## config.mk

```make
export PLATFORM = sky130hd
export DESIGN_NAME = product_accumulator
export DESIGN_NICKNAME = d
export VERILOG_FILES = /design/src/rtl/mult_pkg.sv /design/src/rtl/product_accumulator.sv
export SDC_FILE = /design/constraint.sdc
export NUM_CORES = 1
export LEC_CHECK = 0
export ABC_AREA = 1
export CORE_ASPECT_RATIO = 1.1
export CORE_UTILIZATION = 50
export DETAILED_ROUTE_END_ITERATION = 10
export GPL_TIMING_DRIVEN = 0
export PLACE_DENSITY = 0.75
export SYNTH_ARGS = -nofsm -noshare
export SYNTH_HDL_FRONTEND = slang
export SYNTH_SLANG_ARGS = --single-unit
```

## constraint.sdc

```tcl
create_clock -name clk -period 2.07 [get_ports clk]
set_input_delay 0.207 -clock clk [delete_from_list [all_inputs] [get_ports clk]]
set_output_delay 0.207 -clock clk [all_outputs]
set_load 0.05 [all_outputs]
```

## src/rtl/mult_pkg.sv

```systemverilog
// Shared definitions for the 3x2 multiplier and its downstream accumulator.
package mult_pkg;

    localparam int unsigned A_W      = 3;
    localparam int unsigned B_W      = 2;
    localparam int unsigned PROD_W   = 5;
    localparam int unsigned PROD_MAX = 21;

    typedef enum logic {
        ACCUM = 1'b0,
        DONE  = 1'b1
    } acc_state_t;

endpackage

```

## src/rtl/product_accumulator.sv

```systemverilog
// Sums a frame of COUNT multiplier products and presents the frame sum
// with a sticky overflow flag on a valid/ready output handshake.
module product_accumulator
    import mult_pkg::*;
#(
    parameter int unsigned COUNT = 4,
    parameter int unsigned ACC_W = 8
) (
    input  logic              clk,
    input  logic              rst,
    input  logic [PROD_W-1:0] q,
    input  logic              in_valid,
    output logic              in_ready,
    output logic [ACC_W-1:0]  sum,
    output logic              ovf,
    output logic              out_valid,
    input  logic              out_ready
);

    localparam int unsigned CNT_W = $clog2(COUNT + 1);

    acc_state_t        state, state_nxt;
    logic [ACC_W-1:0]  acc, acc_nxt;
    logic              acc_ovf, acc_ovf_nxt;
    logic [CNT_W-1:0]  cnt, cnt_nxt;
    logic [ACC_W-1:0]  sum_nxt;
    logic              ovf_nxt;
    logic              out_valid_nxt;
    logic [ACC_W:0]    add_full;
    logic              last;

    // Ready is a pure state decode, held low while reset is asserted.
    assign in_ready = (state == ACCUM) && !rst;

    // The accept that brings the counter to COUNT closes the frame.
    assign last = (cnt == CNT_W'(COUNT - 1));

    // State and datapath registers; synchronous reset clears the frame.
    always_ff @(posedge clk) begin
        if (rst) begin
            state     <= ACCUM;
            acc       <= '0;
            acc_ovf   <= 1'b0;
            cnt       <= '0;
            sum       <= '0;
            ovf       <= 1'b0;
            out_valid <= 1'b0;
        end else begin
            state     <= state_nxt;
            acc       <= acc_nxt;
            acc_ovf   <= acc_ovf_nxt;
            cnt       <= cnt_nxt;
            sum       <= sum_nxt;
            ovf       <= ovf_nxt;
            out_valid <= out_valid_nxt;
        end
    end

    // Next-state and datapath update for accumulate / hold-result phases.
    always_comb begin
        state_nxt     = state;
        acc_nxt       = acc;
        acc_ovf_nxt   = acc_ovf;
        cnt_nxt       = cnt;
        sum_nxt       = sum;
        ovf_nxt       = ovf;
        out_valid_nxt = out_valid;
        add_full      = {1'b0, acc} + (ACC_W + 1)'(q);

        case (state)
            ACCUM: begin
                if (in_valid) begin
                    acc_nxt     = add_full[ACC_W-1:0];
                    acc_ovf_nxt = acc_ovf | add_full[ACC_W];
                    cnt_nxt     = cnt + CNT_W'(1);
                    if (last) begin
                        state_nxt     = DONE;
                        sum_nxt       = add_full[ACC_W-1:0];
                        ovf_nxt       = acc_ovf | add_full[ACC_W];
                        out_valid_nxt = 1'b1;
                    end
                end
            end
            DONE: begin
                // Result held until taken; the next frame starts clean.
                if (out_ready) begin
                    state_nxt     = ACCUM;
                    out_valid_nxt = 1'b0;
                    acc_nxt       = '0;
                    acc_ovf_nxt   = 1'b0;
                    cnt_nxt       = '0;
                end
            end
            default: begin
                state_nxt = ACCUM;
            end
        endcase
    end

endmodule

```

==> results of run 1 <==
metrics by stage:
step	setup WS (ps)	area (µm²)	total power (µW)	cells	hold WS (ps)
after floorplan	615	1230	620	174	370
after global placement	137	1450	667	222	440
after detailed placement	151	1450	674	222	459
after CTS	203	1480	878	226	157
after global routing	110	1480	920	226	173
final	199	1480	870	226	164
cell type report:
| cell class | instances | area [µm²] | area share [%] |
|---|---|---|---|
| multi-input cells | 124 | 654 | 44.2 |
| flip-flops and latches | 23 | 460 | 31.1 |
| repair buffers | 18 | 180 | 12.2 |
| inverters | 23 | 88.8 | 6.01 |
| well taps | 30 | 37.5 | 2.54 |
| plain buffers | 4 | 31.3 | 2.12 |
| clock buffers | 4 | 26.3 | 1.78 |
metal layers:
metal / part of all wire [%] / GRT usage (%) / up-vias
met2: 47 / 37.7 / 18
li1: - / - / 598
met5: 0 / 0 / -
met3: 2.5 / 2.54 / 2
met4: 0.41 / 8.57 / 0
met1: 50 / 26.4 / 499
cell usage after synthesis (2+ instances only):
master    instances  area, µm²
inv_1            21       78.8
nand4_1           3       18.8
o211ai_1          2       15.0
ha_1              7       87.6
dfxtp_1          23        460
a21oi_1          12       60.1
o21ai_0           4       20.0
nand2_1          50        188
nand2_2           2       12.5
a21oi_2           2       17.5
nor2_1           18       67.6
buf_6             2       22.5
nand3_1          14       70.1
power groups by stage:
stage | Sequential [µW] | Clock [µW] | Combinational, µW
global route | 477 | 230 | 213
global placement | 483 | 0 | 184
CTS | 474 | 213 | 191
finish | 474 | 206 | 190
floorplan | 493 | 0 | 127
detailed placement | 484 | 0 | 190
worst max-delay path by stage:
stage / cells past startpoint / start / end / slack, ps
detailed placement: 10 / q[0] / acc[6]$_SDFFE_PP0P_ / 150
global route: 4 / rst / in_ready / 110
CTS: 4 / rst / in_ready / 200
finish: 4 / rst / in_ready / 200
global placement: 11 / q[0] / sum[6]$_SDFFE_PP0P_ / 140
floorplan: 10 / acc[0]$_SDFFE_PP0P_ / sum[6]$_SDFFE_PP0P_ / 620
cells by family (layout without fill, tap and decap cells):
group / after synthesis / in the layout
buffers and inverters: 27 / 49
adders and majority gates: 8 / 8
xor gates and xnor gates: 1 / 1
AOI/OAI and AO/OA: 22 / 22
DFF: 23 / 23
and+or+nand+nor: 93 / 93
registers in the layout (all words and copies together), names as in the netlist:
signal	cells
acc_ovf	1
out_valid	1
cnt	3
ovf	1
sum	8
acc	8
state	1
placed cells by master, fill, tap and decap left out:
cell type,count
nor2_1,18
o22ai_1,1
nand2_2,2
a21oi_2,2
buf_2,1
nor2_4,1
clkbuf_1,1
nand2_1,50
clkbuf_4,3
o211ai_1,2
fa_1,1
buf_1,1
dfxtp_1,23
inv_4,1
inv_2,1
or2_4,1
nand3b_1,1
nand2_4,1
nand3_2,1
o21bai_1,1
nand4_1,3
o21ai_0,4
a21oi_1,12
buf_6,2
xor2_1,1
inv_1,21
clkdlybuf4s50_1,18
nand3_1,14
or2_0,1
ha_1,7
worst max-delay path: cells and delay by family:
family	cells	cell delay [ps]
and+or+nand+nor	1	90
buffers and inverters	3	1370
==> results.json, run 1 <==
{
  "clock_path_buffers": 2,
  "slowest_stage": "clkdlybuf4s50_1",
  "wl_per_cell_um": 10.9,
  "clock_skew_ps": 1.96,
  "postSynth.asyncResetShare_pct": 0,
  "ys_ff_latch": 23,
  "row_count": 18,
  "fill_cells": 214,
  "arrival_ps": 1660,
  "setup_tns_ps": 0,
  "cts_inserted_buffers": 3,
  "maxSlewHeadroom_pct": 63.1,
  "period_needed_ps": 1870,
  "synthFlopType": "dfxtp_1",
  "r2r_slack_ps": 470,
  "grt_pass1_wl_um": 4220,
  "cts_hold_buf": 0,
  "p_sw_share_pct": 29.6,
  "clkSinkCount": 23,
  "cp-start-kind": "primary input",
  "p_per_area_nw_per_um2": 588,
  "synth-simple-area-share_pct": 33.3,
  "required_ps": 1860,
  "firstDrtPassIters": 4,
  "grt_pass1_vias": 1017,
  "clk_latency_ps": 300,
  "hpwl_um": 1890,
  "cts-root-buf": "clkbuf_4",
  "synth.avg_cell_area_um2": 7.10,
  "wirelength_um": 2460,
  "drtIter0Drc": 25,
  "htree_levels": 1,
  "p_switching_uw": 257,
  "synthMuxAreaShare_pct": 0,
  "synth_top_family_by_area": "simple AND/OR/NAND/NOR gates",
  "hold_class": "in2reg",
  "synth_xor_area_share_pct": 0.709,
  "combPwrFrac_pct": 21.8,
  "power_leakage_uw": 0.000702,
  "antenna_found_initial": 0,
  "p_clk_share_pct": 23.7,
  "ff2ff_path_depth": 9,
  "synth_compound_area_share_pct": 10.2,
  "ys_seq_area_share_pct": 37.3,
  "vias": 1117,
  "routabilityCongestion": 0.871,
  "synth_warnings": 0,
  "rsz0062_at_grt": "no",
  "synth_cell_types": 27,
  "fin_nets": 214,
  "clk_pin_slew_ps": 120,
  "crit_chain": "buf_2 > buf_1 > nor2_1 > clkdlybuf4s50_1",
  "final_core_util_pct": 64.4,
  "synthCells": 174,
  "seqPwrFrac_pct": 54.5,
  "syn_area_um2": 1230,
  "report.final.slew_viol_count": 0,
  "grt_max_degree": 13,
  "fmax_mhz": 535,
  "crit-reg2reg-launch": "acc[0]$_SDFFE_PP0P_",
  "routed_via_density": 4.94,
  "die_h_um": 54.1,
  "status": "finished clean",
  "whs_path_depth": 2,
  "min_period_over_period_pct": 90.4,
  "diodes": 0,
  "die_area_um2": 2670,
  "intPower_uw": 613,
  "peakVddDrop_mv": 0.375,
  "remaining_drc_errors": 0,
  "drtAntennaViolNets": 0,
  "hold_start": "rst",
  "reg2reg_to": "acc[6]$_SDFFE_PP0P_",
  "max_cap_violations": 0,
  "cp_slowest_stage_delay_ps": 720,
  "cts_resized": 0,
  "dieWidth_um": 49.4,
  "drive_above_1_share_pct": 8.16,
  "cts_tree": "done",
  "grtUsageTotal_pct": 21.2,
  "synth_edf_count": 0,
  "cp_max_fo": 10,
  "ios": 20,
  "finalHoldViolCount": 0,
  "core-area_um2": 2300,
  "synth_adder_area_share_pct": 8.71,
  "end_kind": "output port",
  "grt_overflow_total": 0,
  "area_growth_pct": 19.8,
  "synth_nets": 191,
  "tightest_slew_ps": 554,
  "setup_viol": 0,
  "cts_setup_buffers": 0,
  "whs_endpoint": "acc[7]$_SDFFE_PP0P_",
  "crit_type": "in2out",
  "io_buffers": 18,
  "start_util_pct": 53.8
}
Power figures use the tool's default switching activity.
==> inputs of run 2 (changes only) <==
--- a/config.mk
+++ b/config.mk
@@ -6,11 +6,13 @@
 export NUM_CORES = 1
 export LEC_CHECK = 0
 export ABC_AREA = 1
+export ABC_CLOCK_PERIOD_IN_PS = 2070
 export CORE_ASPECT_RATIO = 1.1
 export CORE_UTILIZATION = 50
 export DETAILED_ROUTE_END_ITERATION = 10
 export GPL_TIMING_DRIVEN = 0
 export PLACE_DENSITY = 0.75
+export RECOVER_POWER = 50
 export SYNTH_ARGS = -nofsm -noshare
 export SYNTH_HDL_FRONTEND = slang
 export SYNTH_SLANG_ARGS = --single-unit
==> results.json, run 2 (synthesis results as in run 1) <==
{
  "fin_nets": 214,
  "reg.largest.list": "acc x8, sum x8, cnt x3",
  "start_util_pct": 53.8,
  "io_buffers": 18,
  "final_common_cell": "nand2_1",
  "rsz0062_at_grt": "no",
  "crit_type": "in2out",
  "hpwl_um": 1890,
  "drtAntennaViolNets": 0,
  "cts_hold_buf": 0,
  "max_cap_violations": 0,
  "period_needed_ps": 1840,
  "design_area_um2": 1440,
  "grt_max_degree": 13,
  "cts_resized": 0,
  "setup_tns_ps": 0,
  "report.final.slew_viol_count": 0,
  "peakVddDrop_mv": 0.374,
  "status": "finished clean",
  "grt_overflow_total": 0,
  "row_count": 18,
  "end_kind": "output port",
  "die_area_um2": 2670,
  "drtIter0Drc": 23,
  "hold_class": "in2reg",
  "antenna_found_initial": 0,
  "grt_pass1_vias": 1017,
  "remaining_drc_errors": 0,
  "routed_via_density": 4.94,
  "clock_skew_ps": 1.07,
  "wirelength_um": 2450,
  "clk_pin_slew_ps": 120,
  "finalHoldViolCount": 0,
  "ios": 20,
  "diodes": 0,
  "routabilityCongestion": 0.871,
  "min_period_over_period_pct": 89.0,
  "cts_tree": "done",
  "power_leakage_uw": 0.000677,
  "clkSinkCount": 23,
  "die_h_um": 54.1,
  "placed_area_um2": 1450,
  "cp_max_fo": 10,
  "setup_viol": 0,
  "core-area_um2": 2300,
  "required_ps": 1860,
  "htree_levels": 1,
  "fmax_mhz": 543,
  "cts_setup_buffers": 0,
  "clk_latency_ps": 300,
  "grtUsageTotal_pct": 21.2,
  "wl_per_cell_um": 10.9,
  "final_cells": 226,
  "cts_inserted_buffers": 3,
  "cts-root-buf": "clkbuf_4",
  "maxSlewHeadroom_pct": 65.6,
  "area_growth_pct": 16.8,
  "drive_above_1_share_pct": 5.61,
  "grt_pass1_wl_um": 4220,
  "layout_common_cells": "51 x nand2_1, 23 x dfxtp_1, 21 x inv_1",
  "vias": 1116,
  "clock_path_buffers": 2,
  "tightest_slew_ps": 515,
  "dieWidth_um": 49.4,
  "dp_cells": 222,
  "p_per_area_nw_per_um2": 597,
  "arrival_ps": 1630,
  "cp-start-kind": "primary input",
  "firstDrtPassIters": 4
}
[run 2: area by class of cell]
| class | count | area (µm²) |
|---|---|---|
| Inverter | 23 | 87.6 |
| Fill cell | 218 | 855 |
| Tap cell | 30 | 37.5 |
| Multi-Input combinational cell | 124 | 633 |
| Clock buffer | 4 | 26.3 |
| Buffer | 4 | 17.5 |
| Timing Repair Buffer | 18 | 180 |
| Sequential cell | 23 | 460 |
[run 2: through the flow]
step	setup slack, ps	utilization, %	hold WS, ps	power, µW
finish	229	62.8	164	861
global route	111	62.8	173	910
CTS	203	64.4	157	878
detailed placement	151	63.2	459	674
global placement	137	63.2	440	667
floorplan	615	-	370	620
[run 2: path summary, 6_finish.rpt]
path | startpoint | endpoint | slack [ps] | depth (start not counted)
worst max-delay path | rst | in_ready | 230 | 4
worst min-delay path | rst | acc[7]$_SDFFE_PP0P_ | 160 | 2
worst max register to register | cnt[0]$_SDFFE_PP0P_ | sum[3]$_SDFFE_PP0P_ | 260 | 7
worst min register to register | acc[4]$_SDFFE_PP0P_ | acc[4]$_SDFFE_PP0P_ | 480 | 2
[run 2: worst max-delay path, cell delays in order]
cell	delay, ps
buf_2	190
buf_1	440
nor2_1	90
clkdlybuf4s50_1	710
[run 2: power breakdown]
part	switching, µW	leakage (µW)	internal, µW
combinational	110	0.000475	69.7
sequential	12.9	0.000187	461
clock	131	0.0000150	75.1
total	255	0.000677	606
[run 2: layer usage]
metal | vias to the layer above | wire length [µm] | global-route usage, %
li1 | 597 | - | -
met1 | 500 | 1230 | 26.4
met2 | 17 | 1160 | 37.7
met3 | 2 | 55 | 2.54
met4 | 0 | 10 | 8.57
met5 | - | 0 | 0
==> inputs of run 3 (changes only) <==
--- a/config.mk
+++ b/config.mk
@@ -10,9 +10,11 @@
 export CORE_ASPECT_RATIO = 1.1
 export CORE_UTILIZATION = 50
 export DETAILED_ROUTE_END_ITERATION = 10
+export GPL_ROUTABILITY_DRIVEN = 0
 export GPL_TIMING_DRIVEN = 0
 export PLACE_DENSITY = 0.75
 export RECOVER_POWER = 50
+export REMOVE_ABC_BUFFERS = 1
 export SYNTH_ARGS = -nofsm -noshare
 export SYNTH_HDL_FRONTEND = slang
 export SYNTH_SLANG_ARGS = --single-unit
==> results.json, run 3 (synthesis results as in run 1) <==
{
  "dieWidth_um": 49.4,
  "cts-root-buf": "clkbuf_4",
  "crit-reg2reg-launch": "acc[0]$_SDFFE_PP0P_",
  "crit_type": "in2out",
  "area_growth_pct": 16.7,
  "p_switching_uw": 259,
  "critPathCapture": "in_ready",
  "power_leakage_uw": 0.000683,
  "p_clk_share_pct": 24.0,
  "clk_latency_ps": 310,
  "dp_slack_ps": -209,
  "clk_pin_slew_ps": 120,
  "htree_levels": 1,
  "die_h_um": 54.1,
  "row_count": 18,
  "finalHoldViolCount": 0,
  "drive_above_1_share_pct": 4.66,
  "r2r_slack_ps": 470,
  "maxSlewHeadroom_pct": 50.5,
  "required_ps": 1860,
  "cp-start-kind": "primary input",
  "die_area_um2": 2670,
  "seqPwrFrac_pct": 54.9,
  "grtUsageTotal_pct": 20.7,
  "grt_max_degree": 20,
  "cts_tree": "done",
  "hpwl_um": 1850,
  "combPwrFrac_pct": 21.1,
  "layout_common_cells": "52 x nand2_1, 23 x dfxtp_1, 22 x inv_1",
  "io_buffers": 19,
  "setup_slack_ps": 157,
  "fin_nets": 211,
  "drtAntennaViolNets": 0,
  "hold_slack_ps": 471,
  "remaining_drc_errors": 0,
  "cts_inserted_buffers": 3,
  "reg2reg_to": "acc[6]$_SDFFE_PP0P_",
  "clkSinkCount": 23,
  "setup_viol": 0,
  "firstDrtPassIters": 4,
  "report.final.slew_viol_count": 0,
  "routed_via_density": 4.97,
  "p_per_area_nw_per_um2": 599,
  "min_period_over_period_pct": 92.4,
  "intPower_uw": 605,
  "reg.largest.list": "acc x8, sum x8, cnt x3",
  "fmax_mhz": 523,
  "grt_pass1_wl_um": 4170,
  "antenna_found_initial": 0,
  "fill_cells": 235,
  "drtIter0Drc": 13,
  "final_cells": 223,
  "cts_hold_buf": 0,
  "peakVddDrop_mv": 0.461,
  "crit_path_start": "rst",
  "wl_per_cell_um": 11.1,
  "arrival_ps": 1710,
  "period_needed_ps": 1910,
  "p_total_uw": 863,
  "final_common_cell": "nand2_1",
  "vias": 1108,
  "clock_path_buffers": 2,
  "hold_class": "reg2reg",
  "p_sw_share_pct": 30.0,
  "ff2ff_path_depth": 9,
  "grt_pass1_vias": 1037,
  "max_cap_violations": 0,
  "ios": 20,
  "cp_max_fo": 19,
  "diodes": 0,
  "rsz0062_at_grt": "no",
  "tightest_slew_ps": 742,
  "clock_skew_ps": 0.659,
  "final_core_util_pct": 62.7,
  "start_util_pct": 53.8,
  "dp_cells": 219,
  "wirelength_um": 2490,
  "core-area_um2": 2300,
  "end_kind": "output port",
  "status": "finished clean",
  "grt_overflow_total": 0
}
## run 3: timing repair
item                                    CTS  global route
endpoints found under the setup margin    1             0
buffers inserted                          0             0
resized for setup                         1             0
hold endpoints to repair                  0             0
## run 3: through the flow
stage	setup TNS, ps	cell area [µm²]
floorplan	0	1200
global placement	-196	1430
detailed placement	-209	1430
CTS	0	1460
global route	0	1440
finish	0	1440
## run 3: worst min-delay path by stage
stage | start | end | slack (ps) | depth (start not counted)
2_1_floorplan | rst | acc[5]$_SDFFE_PP0P_ | 270 | 1
3_5_place_dp | out_valid$_SDFFE_PP0P_ | out_valid$_SDFFE_PP0P_ | 460 | 2
6_report | cnt[0]$_SDFFE_PP0P_ | cnt[0]$_SDFFE_PP0P_ | 470 | 1
4_1_cts | cnt[0]$_SDFFE_PP0P_ | cnt[0]$_SDFFE_PP0P_ | 480 | 1
5_1_grt | out_valid$_SDFFE_PP0P_ | out_valid$_SDFFE_PP0P_ | 510 | 2
3_3_place_gp | cnt[0]$_SDFFE_PP0P_ | cnt[0]$_SDFFE_PP0P_ | 440 | 1
## run 3: per-layer routing
metal	routed length [µm]	vias up	GRT usage, %	part of all wire [%]
li1	-	587	-	-
met1	1150	495	22.0	46
met2	1220	21	40.2	49
met3	81	5	3.95	3.3
met4	37	0	9.05	1.5
met5	0	-	0	0
## run 3: final cells by class
class	instances	area, µm²	area share, %
Multi-Input combinational cell	124	638	44.3
Clock buffer	3	22.5	1.56
Timing Repair Buffer	19	189	13.1
Clock inverter	1	5.00	0.347
Tap cell	30	37.5	2.60
Sequential cell	23	460	31.9
Inverter	23	88.8	6.16
## run 3: power by group through the flow
stage / clock (µW) / sequential, µW / combinational [µW]
floorplan: 0 / 493 / 119
global placement: 0 / 483 / 181
detailed placement: 0 / 484 / 187
CTS: 214 / 474 / 188
global route: 236 / 478 / 205
finish: 207 / 474 / 182
## run 3: critical path, cell delays in order
cell	delay (ps)
dlygate4sd2_1	680
nor2_1	90
clkdlybuf4s50_1	730
==> edit 1 (settings of run 2) <==
`sum` no longer has a reset.
--- a/src/rtl/product_accumulator.sv
+++ b/src/rtl/product_accumulator.sv
@@ -43,5 +43,4 @@
             acc_ovf   <= 1'b0;
             cnt       <= '0;
-            sum       <= '0;
             ovf       <= 1'b0;
             out_valid <= 1'b0;
@@ -51,8 +50,11 @@
             acc_ovf   <= acc_ovf_nxt;
             cnt       <= cnt_nxt;
-            sum       <= sum_nxt;
             ovf       <= ovf_nxt;
             out_valid <= out_valid_nxt;
         end
+    end
+
+    always_ff @(posedge clk) begin
+        sum <= sum_nxt;
     end
 
Check against the original RTL: not equivalent (a bounded check fails within 10 cycles, from zero or initial values and one cycle with rst high; the reset may be asserted at any time).
==> edit 1 against run 2 <==
Worst setup slack gained 0.055 ns; synthesized area is 2.2% lower; synthesized cell count is 16% lower; fmax increased by 3.1%; critical endpoint is now sum[4]; highest routed layer unchanged; power increased by 3.6%; final area up 0.17%; routed wire length is 7.9% lower; sequential cell count did not move.
==> edit 1: results <==
group,metric,value,unit
setup_path,rr_worst_depth,6,
power,p_leak,0.000626,uW
route,met3WireLength,62,um
setup_path,slowest_delay,0.44,ns
setup_path,arrival,1.87,ns
setup_path,startpoint,"acc[0]",
route,wl_met1,955,um
setup_path,slowest_stage,"fa_1",
finish,top_regs,"acc (8), sum (8), cnt (3)",
synthesis,synth_area_leaders,"dfxtp_1, edfxtp_1, nand2_1, ha_1, a21oi_1",
timing,worst_pin_slew,0.514,ns
placed_design,dp_slack,-0.0520,ns
setup_path,crit_family,"adder cells",
timing,fin_skew,0.00108,ns
power,p_total,892,uW
placed_design,routabilityCongestion,0.843,
global_routing,grt_pass1_wl,3.88,mm
setup_path,critPathMaxFanout,3,
route,drtPass1Iterations,5,
global_routing,grt_use_met3,1.69,%
route,drt_iter0_drc,17,
route,wl_met2,1.21,mm
synthesis,synth.distinct_cells,25,
clocking,clock_path_buffers,2,
placed_design,place_area,1430,sq um
setup_path,rrSetupSlack,0.28,ns
synthesis,synth_common_cells,"nand2_1, inv_1, dfxtp_1, a21oi_1, nand3_1",
synthesis,syn_area_per_cell,8.27,sq um
global_routing,use_met2,38.0,%
route,vias_per_cell,5.10,
placed_design,dp_hpwl,1.72,mm
synthesis,syn-num-nets,163,
global_routing,track_usage,19.7,%
timing,worst_slack,0.284,ns
global_routing,grt_max_degree,14,
synthesis,ys_seq_area_share,44.8,%
finish,drive_above_1_share,8.33,%
power,internal_power,638,uW
run_status,status,"completed",
power,peakVddDrop,0.434,mV
finish,layout.cells.non_filler,198,
finish,fin_nets,186,
global_routing,grt.met1_usage,21.7,%
route,wl,2.26,mm
power,p_seq_share,56.0,%
power,pwr-share-comb,20.6,%
synthesis,synth_edf_count,8,
global_routing,grt_pass1_vias,961,
==> edit 1: area by class of cell <==
cell class	count	area, sq um
timing repair buffer	18	180
sequential	23	541
fill	198	830
clock buffer	3	22.5
tap	30	37.5
clock inverter	1	5.00
multi-input combinational	102	568
buffer	4	27.5
inverter	17	63.8
==> edit 1: worst min-delay path by stage <==
stage	end	slack, ns	depth (start not counted)
after floorplan	state	0.37	3
after global placement	acc[0]	0.45	2
after detailed placement	out_valid	0.46	2
after CTS	acc[7]	0.23	2
after global routing	out_valid	0.23	2
final	acc[7]	0.24	2
==> edit 1: cells by family after synthesis <==
| family | Yosys count | share of synthesized area (%) |
|---|---|---|
| compound gates | 16 | 7.57 |
| simple gates | 77 | 30.5 |
| xor+xnor | 1 | 0.726 |
| flops | 23 | 44.8 |
| fa+ha+maj | 8 | 8.91 |
| buf+inv | 21 | 7.56 |
==> edit 2 (settings of run 2) <==
Without the edit above. Set the package constant `PROD_W` to 10 (it was 5).
--- a/src/rtl/mult_pkg.sv
+++ b/src/rtl/mult_pkg.sv
@@ -4,5 +4,5 @@
     localparam int unsigned A_W      = 3;
     localparam int unsigned B_W      = 2;
-    localparam int unsigned PROD_W   = 5;
+    localparam int unsigned PROD_W   = 10;
     localparam int unsigned PROD_MAX = 21;
 
Ports: changed (resized q); port bits go from 20 to 25. No check against the original RTL was run, so the function may have changed too.
==> edit 2 against run 2 <==
Power is 12% higher; cell count is 5.3% higher; sequential cell count stayed put; routed wire length is 8.3% higher; final area is 8.1% higher; worst setup slack better by 0.044 ns; first-iteration DRC count is 70% lower; die area is 4.4% higher; synthesized area is 4.6% higher; critical path type is now input port to flop.
==> edit 2: results <==
group,metric,value,unit
run_status,status,"completed",
timing,worst_pin_slew,0.503,ns
placed_design,dp_hpwl,2.07,mm
route,wl,2.66,mm
timing,fin_skew,0.00108,ns
global_routing,grt_pass1_wl,4.67,mm
placed_design,dp_slack,-0.0853,ns
min_path,min_to,"acc_ovf",
synthesis,synthCells,182,
synthesis,synth-adder-area-share,11.2,%
setup_path,rrSetupSlack,0.28,ns
timing,worst_slack,0.272,ns
placed_design,routabilityCongestion,0.791,
setup_path,slowest_delay,0.46,ns
timing,holdWs,0.0906,ns
synthesis,synth-xor-area-share,0.678,%
synthesis,ys_seq_area_share,35.7,%
synthesis,syn-num-nets,207,
setup_path,rr_worst_depth,11,
global_routing,track_usage,21.3,%
power,peakVddDrop,0.430,mV
synthesis,synth_compound_area_share,12.7,%
global_routing,grt_pass1_vias,1108,
synthesis,synth.distinct_cells,26,
setup_path,critPathMaxFanout,4,
finish,fin_nets,234,
power,p_leak,0.000758,uW
synthesis,synth_common_cells,"nand2_1, inv_1, dfxtp_1, a21oi_1, nor2_1",
synthesis,synth_area_leaders,"dfxtp_1, nand2_1, ha_1, a21oi_1, inv_1",
finish,layout.cells.non_filler,238,
## edit 2: worst max path at each step
stage | from | to | depth (start not counted)
floorplan | acc[0] | ovf | 11
global placement | q[0] | ovf | 12
detailed placement | q[0] | ovf | 12
CTS | q[0] | ovf | 12
global route | acc[0] | sum[6] | 13
finish | q[0] | ovf | 12
## edit 2: through the flow
step	area, sq um	power [uW]
final	1560	962
after global routing	1560	1030
after CTS	1580	967
after detailed placement	1550	767
after global placement	1550	758
after floorplan	1290	693
## edit 2: layout make-up
type,count,area [sq um],area share (%)
clock buffers,4,26.3,1.69
multi-input cells,129,679,43.6
plain buffers,4,37.5,2.41
inverters,26,97.6,6.26
flip-flops and latches,23,460,29.5
well taps,30,37.5,2.41
repair buffers,22,220,14.1
## edit 2: cell families after synthesis
logic type,count (synthesis)
buf+inv,30
simple gates,88
compound gates,29
flops,23
xor+xnor,1
fa+ha+maj,11
## edit 2: critical path, delay by kind of cell
kind                     cells  cell delay, ns
adder cells (fa/ha/maj)      2            0.55
buffers and inverters        3            0.59
AND/OR/NAND/NOR              7            0.66
## edit 2: where the power goes
part | switching, uW | total [uW] | internal (uW)
logic | 154 | 270 | 116
registers | 13.9 | 482 | 468
clock network | 135 | 210 | 75.2
total | 303 | 962 | 659
## edit 2: per-layer routing
metal / GRT usage, % / up-vias / routed length, um
li1: - / 629 / -
met1: 25.6 / 555 / 1170
met2: 39.6 / 15 / 1400
met3: 2.48 / 4 / 58
met4: 4.76 / 0 / 25
met5: 0 / - / 0
